<file path="src/rtl/clk_period_meter.sv">
// Measures high/low run lengths of a slow input in system-clock cycles and
// publishes one result per full period, with saturation and stall reporting.
module clk_period_meter (
  input  logic        clk_i,
  input  logic        rst_ni,
  input  logic        i_sig,
  input  logic        i_en,
  input  logic [15:0] i_timeout,
  output logic        o_valid,
  output logic [15:0] o_high,
  output logic [15:0] o_low,
  output logic [16:0] o_period,
  output logic        o_sym,
  output logic        o_sat,
  output logic        o_stall
);

  typedef enum logic [1:0] {IDLE, SEEK, MEAS} state_t;

  state_t      r_state, w_state_nxt;
  logic        r_s1, r_s2, r_sd;
  logic        w_rise, w_fall;
  logic [15:0] r_hi_cnt, r_lo_cnt, r_hi_lat;
  logic        r_have_hi, r_sat_f;
  logic [15:0] w_act_cnt, w_inc_cnt;
  logic        w_act_max, w_stall_hit;

  assign w_rise    = r_s2 & ~r_sd;
  assign w_fall    = ~r_s2 & r_sd;
  assign w_act_cnt = r_s2 ? r_hi_cnt : r_lo_cnt;
  assign w_act_max = &w_act_cnt;
  assign w_inc_cnt = w_act_max ? w_act_cnt : w_act_cnt + 16'd1;
  // Stall is judged on the post-increment count; edge cycles never stall.
  assign w_stall_hit = (r_state == MEAS) & i_en & ~w_rise & ~w_fall &
                       (i_timeout != '0) & (w_inc_cnt >= i_timeout);

  always_ff @(posedge clk_i or negedge rst_ni) begin
    if (!rst_ni) begin
      r_s1 <= 1'b0;
      r_s2 <= 1'b0;
      r_sd <= 1'b0;
    end else begin
      r_s1 <= i_sig;
      r_s2 <= r_s1;
      r_sd <= r_s2;
    end
  end

  always_ff @(posedge clk_i or negedge rst_ni) begin
    if (!rst_ni) r_state <= IDLE;
    else         r_state <= w_state_nxt;
  end

  always_comb begin
    w_state_nxt = r_state;
    if (!i_en) begin
      w_state_nxt = IDLE;
    end else begin
      case (r_state)
        IDLE:    w_state_nxt = SEEK;
        SEEK:    if (w_rise) w_state_nxt = MEAS;
        MEAS:    if (w_stall_hit) w_state_nxt = SEEK;
        default: w_state_nxt = IDLE;
      endcase
    end
  end

  always_ff @(posedge clk_i or negedge rst_ni) begin
    if (!rst_ni) begin
      r_hi_cnt  <= '0;
      r_lo_cnt  <= '0;
      r_hi_lat  <= '0;
      r_have_hi <= 1'b0;
      r_sat_f   <= 1'b0;
      o_valid   <= 1'b0;
      o_high    <= '0;
      o_low     <= '0;
      o_period  <= '0;
      o_sym     <= 1'b0;
      o_sat     <= 1'b0;
      o_stall   <= 1'b0;
    end else begin
      o_valid <= 1'b0;
      if (!i_en || r_state == IDLE) begin
        r_hi_cnt  <= '0;
        r_lo_cnt  <= '0;
        r_hi_lat  <= '0;
        r_have_hi <= 1'b0;
        r_sat_f   <= 1'b0;
        if (!i_en) o_stall <= 1'b0;
      end else if (r_state == SEEK) begin
        if (w_rise) begin
          r_hi_cnt  <= 16'd1;
          r_have_hi <= 1'b0;
          r_sat_f   <= 1'b0;
        end
      end else if (r_state == MEAS) begin
        if (w_rise) begin
          if (r_have_hi) begin
            o_high   <= r_hi_lat;
            o_low    <= r_lo_cnt;
            o_period <= {1'b0, r_hi_lat} + {1'b0, r_lo_cnt};
            o_sym    <= (r_hi_lat == r_lo_cnt);
            o_sat    <= r_sat_f;
            o_valid  <= 1'b1;
            o_stall  <= 1'b0;
          end
          r_hi_cnt  <= 16'd1;
          r_sat_f   <= 1'b0;
          r_have_hi <= 1'b0;
        end else if (w_fall) begin
          r_hi_lat  <= r_hi_cnt;
          r_lo_cnt  <= 16'd1;
          r_have_hi <= 1'b1;
        end else begin
          if (r_s2) r_hi_cnt <= w_inc_cnt;
          else      r_lo_cnt <= w_inc_cnt;
          if (w_act_max) r_sat_f <= 1'b1;
          if (w_stall_hit) begin
            o_stall   <= 1'b1;
            r_have_hi <= 1'b0;
          end
        end
      end
    end
  end

endmodule
</file>
<file path="config.mk">
export PLATFORM = sky130hd
export DESIGN_NAME = clk_period_meter
export DESIGN_NICKNAME = d
export VERILOG_FILES = /design/src/rtl/clk_period_meter.sv
export SDC_FILE = /design/constraint.sdc
export NUM_CORES = 1
export LEC_CHECK = 0
export ABC_AREA = 0
export CAP_MARGIN = 25
export CELL_PAD_IN_SITES_DETAIL_PLACEMENT = 1
export CELL_PAD_IN_SITES_GLOBAL_PLACEMENT = 1
export CORE_AREA = 2 2 170 122
export CTS_CLUSTER_DIAMETER = 120
export DETAILED_ROUTE_END_ITERATION = 10
export DIE_AREA = 0 0 172 124
export PLACE_DENSITY = 0.67
export SETUP_SLACK_MARGIN = 0.15
export SKIP_LAST_GASP = 1
export SLEW_MARGIN = 20
export SYNTH_ARGS = -nofsm -noshare
export SYNTH_HDL_FRONTEND = slang
export SYNTH_SLANG_ARGS = --single-unit
</file>
<file path="constraint.sdc">
create_clock -name clk_i -period 3.8 [get_ports clk_i]
set_input_delay 0.57 -clock clk_i [delete_from_list [all_inputs] [get_ports clk_i]]
set_output_delay 0.57 -clock clk_i [all_outputs]
set_load 0.005 [all_outputs]
</file>
==> out/results.txt <==
synthesized area: 6000 um2
clk_skew: 0.00742 ns
Ports: 73
Die Footprint: 21300 um2
most used flip-flop cell after synthesis: dfrtp_1
crit start category: flop
Setup Viol. Count Final: 0
TNS Setup: 0 ns
Sink Count: 108
FF-to-FF setup slack: 0.33 ns
maximum root-to-sink buffer count: 2
DRT Wirelength: 18700 um
Num CTS Buffers: 9
total number of vias: 5155
FP Rows: 43
layout cells sized above 1: 0.0854
RR Endpoint: o_stall
vias in the first global route: 5561
r2r worst-path depth: 15
max cap viols: 0
worst endpoint required time: 4.05 ns
number of flops mapped to enable cells by yosys: 0
clk root buf: clkbuf_16
status: complete, no violations
Static Leakage: 0.00354 uW
Seq cells post-synth: 108
RR Startpoint: r_s2
Synth area leaders: dfrtp_1, nand2_1, ha_1
hold_ws: 0.316 ns
filler cell count: 2290
drt drc: 0
Buffers on Ports: 72
f_max: 288 MHz
Pwr per Cell Area: 318 nW/um2
CTS tree: yes
Antenna Cells: 0
asr flop ratio synth: 1.00
pins over their slew limit: 0
largest net degree at the start of global routing: 71
clock-pin slew on the worst setup and hold paths: 0.07 ns
HPWL Detailed: 13700 um
unrepaired setup endpoints after global routing: false
critical path arrival: 3.72 ns
initial antenna violation count: 0
Area Overhead vs Synth: 24.9%
Yosys top cell area share: 0.450
syn_area_per_cell: 9.06 um2
WL/cell: 18.6 um
Tmin final: 3.47 ns
die height: 124 um
Mapped Cells: 663
Core ar.: 19600 um2
DRT Pass-1 Iters: 4
worst min path class: in2async
CTS H-tree lvls: 3
GP Congestion: 0.880
Tightest Pin Transition: 0.855 ns
sequential share of the synthesized area: 0.450
total grt overflow: 0
placed cell area: 7060 um2
Synth warnings: 0
first-pass GRT wire length: 30300 um
final non-filler cell area: 7500 um2
global-route usage over all layers: 0.185
NumNets Final: 789
Vias/cell: 5.11
count of final hold-check violations: 0
Worst IR Drop VDD: 189 uV
Final Core Density: 0.383
Final period util: 0.914
Worst Setup End Kind: flop
Synth area leader: dfrtp_1
cts-stage hold buffer count: 0
antenna-violating nets left: 0
Synth cell types: 62
Worst-Skew Late Latency: 0.36 ns
die width: 172 um
kind of critical path: reg2reg
syn nets: 719
starting density of the core: 0.307
Slew Limit Headroom: 0.430
drt initial violations: 341
CP max FO: 6
-- worst max-delay path by stage --
| stage | startpoint | to | slack, ns | cells past startpoint |
|---|---|---|---|---|
| after floorplan | r_s2 | o_stall | 0.26 | 18 |
| after global placement | r_s2 | o_stall | 0.23 | 15 |
| after detailed placement | r_s2 | o_stall | 0.06 | 15 |
| after CTS | r_s2 | o_stall | 0.16 | 15 |
| after global routing | r_s2 | o_stall | 0.15 | 15 |
| final | r_s2 | o_stall | 0.33 | 15 |
-- flip-flops by register name (all words and copies together), names as in the netlist --
signal     cells
o_high        16
o_low         16
o_period      17
o_sat          1
o_stall        1
o_sym          1
o_valid        1
r_have_hi      1
r_hi_cnt      16
r_hi_lat      16
r_lo_cnt      16
r_s1           1
r_s2           1
r_sat_f        1
r_sd           1
r_state        2
-- repair_timing --
| action | CTS | global route |
|---|---|---|
| buffers inserted | 0 | 2 |
| gates resized for setup | 3 | 18 |
| endpoints found under the setup margin | 4 | 4 |
-- power by group --
| part | leakage, uW | internal (uW) | switching [uW] |
|---|---|---|---|
| registers | 0.00150 | 1150 | 7.50 |
| clock network | 0.000161 | 642 | 449 |
| logic | 0.00188 | 46.9 | 84.2 |
| total | 0.00354 | 1840 | 541 |
-- kinds of logic (layout without fill, tap and decap cells) --
| logic type | Yosys count | count (layout) | share of synthesized area |
|---|---|---|---|
| compound gates | 166 | 166 | 0.179 |
| xor+xnor | 21 | 21 | 0.0319 |
| fa+ha+maj | 36 | 36 | 0.0763 |
| buf+inv | 57 | 132 | 0.0396 |
| flops | 108 | 108 | 0.450 |
| mux | 16 | 16 | 0.0277 |
| simple gates | 259 | 259 | 0.195 |
-- layer usage --
| layer | GRT usage | wire [um] |
|---|---|---|
| met1 | 0.256 | 8970 |
| met2 | 0.302 | 8620 |
| met3 | 0.0350 | 940 |
| met4 | 0.0404 | 212 |
| met5 | 0 | 0 |
-- cells in the final DEF, fill, tap and decap left out, drive strengths merged, types with 18 or more instances in the layout --
cell / instances
nand2: 167
dfrtp: 108
clkdlybuf4s50: 71
o21ai: 60
ha: 35
nor2: 28
a21oi: 28
inv: 26
a22o: 23
buf: 18
-- worst max-delay path: stages (launching register included) --
cell and delay (ns):
dfrtp_2 0.47, mux2_2 0.33, ha_2 0.25, o211a_1 0.23, and2_4 0.21, a21oi_2 0.07
a221oi_1 0.30, a21oi_2 0.08, ha_1 0.30, a21o_1 0.17, a21o_1 0.17, a21oi_1 0.14
o21ai_0 0.13, a21oi_1 0.21, nor2_2 0.09, o211a_1 0.21
-- Yosys cell counts (all sizes together) (5+ instances only) --
| library cell | n |
|---|---|
| nor4 | 14 |
| mux2 | 5 |
| nor3 | 6 |
| xor2 | 11 |
| nand2 | 167 |
| and2 | 6 |
| o21ai | 60 |
| ha | 35 |
| clkbuf | 25 |
| nand4 | 12 |
| nor2 | 28 |
| o21a | 6 |
| buf | 5 |
| dfrtp | 108 |
| a21o | 13 |
| mux2i | 11 |
| a22o | 23 |
| inv | 26 |
| o211ai | 5 |
| nand3 | 5 |
| xnor2 | 10 |
| a21oi | 28 |
-- metrics by stage --
step / setup slack [ns] / std cells / total power [uW]
3_3_place_gp: 0.227 / 990 / 1310
2_1_floorplan: 0.261 / 663 / 1240
3_5_place_dp: 0.0570 / 990 / 1310
4_1_cts: 0.161 / 1006 / 2410
6_report: 0.328 / 1008 / 2380
5_1_grt: 0.148 / 1008 / 2470
-- layout make-up --
class | count | area, um2 | area share
multi-input combinational | 498 | 3140 | 0.418
sequential | 108 | 2700 | 0.361
timing repair buffer | 89 | 878 | 0.117
tap | 270 | 338 | 0.0450
clock buffer | 9 | 225 | 0.0300
clock inverter | 7 | 115 | 0.0153
inverter | 27 | 101 | 0.0135
No activity file was read; power rests on OpenSTA's default activity.
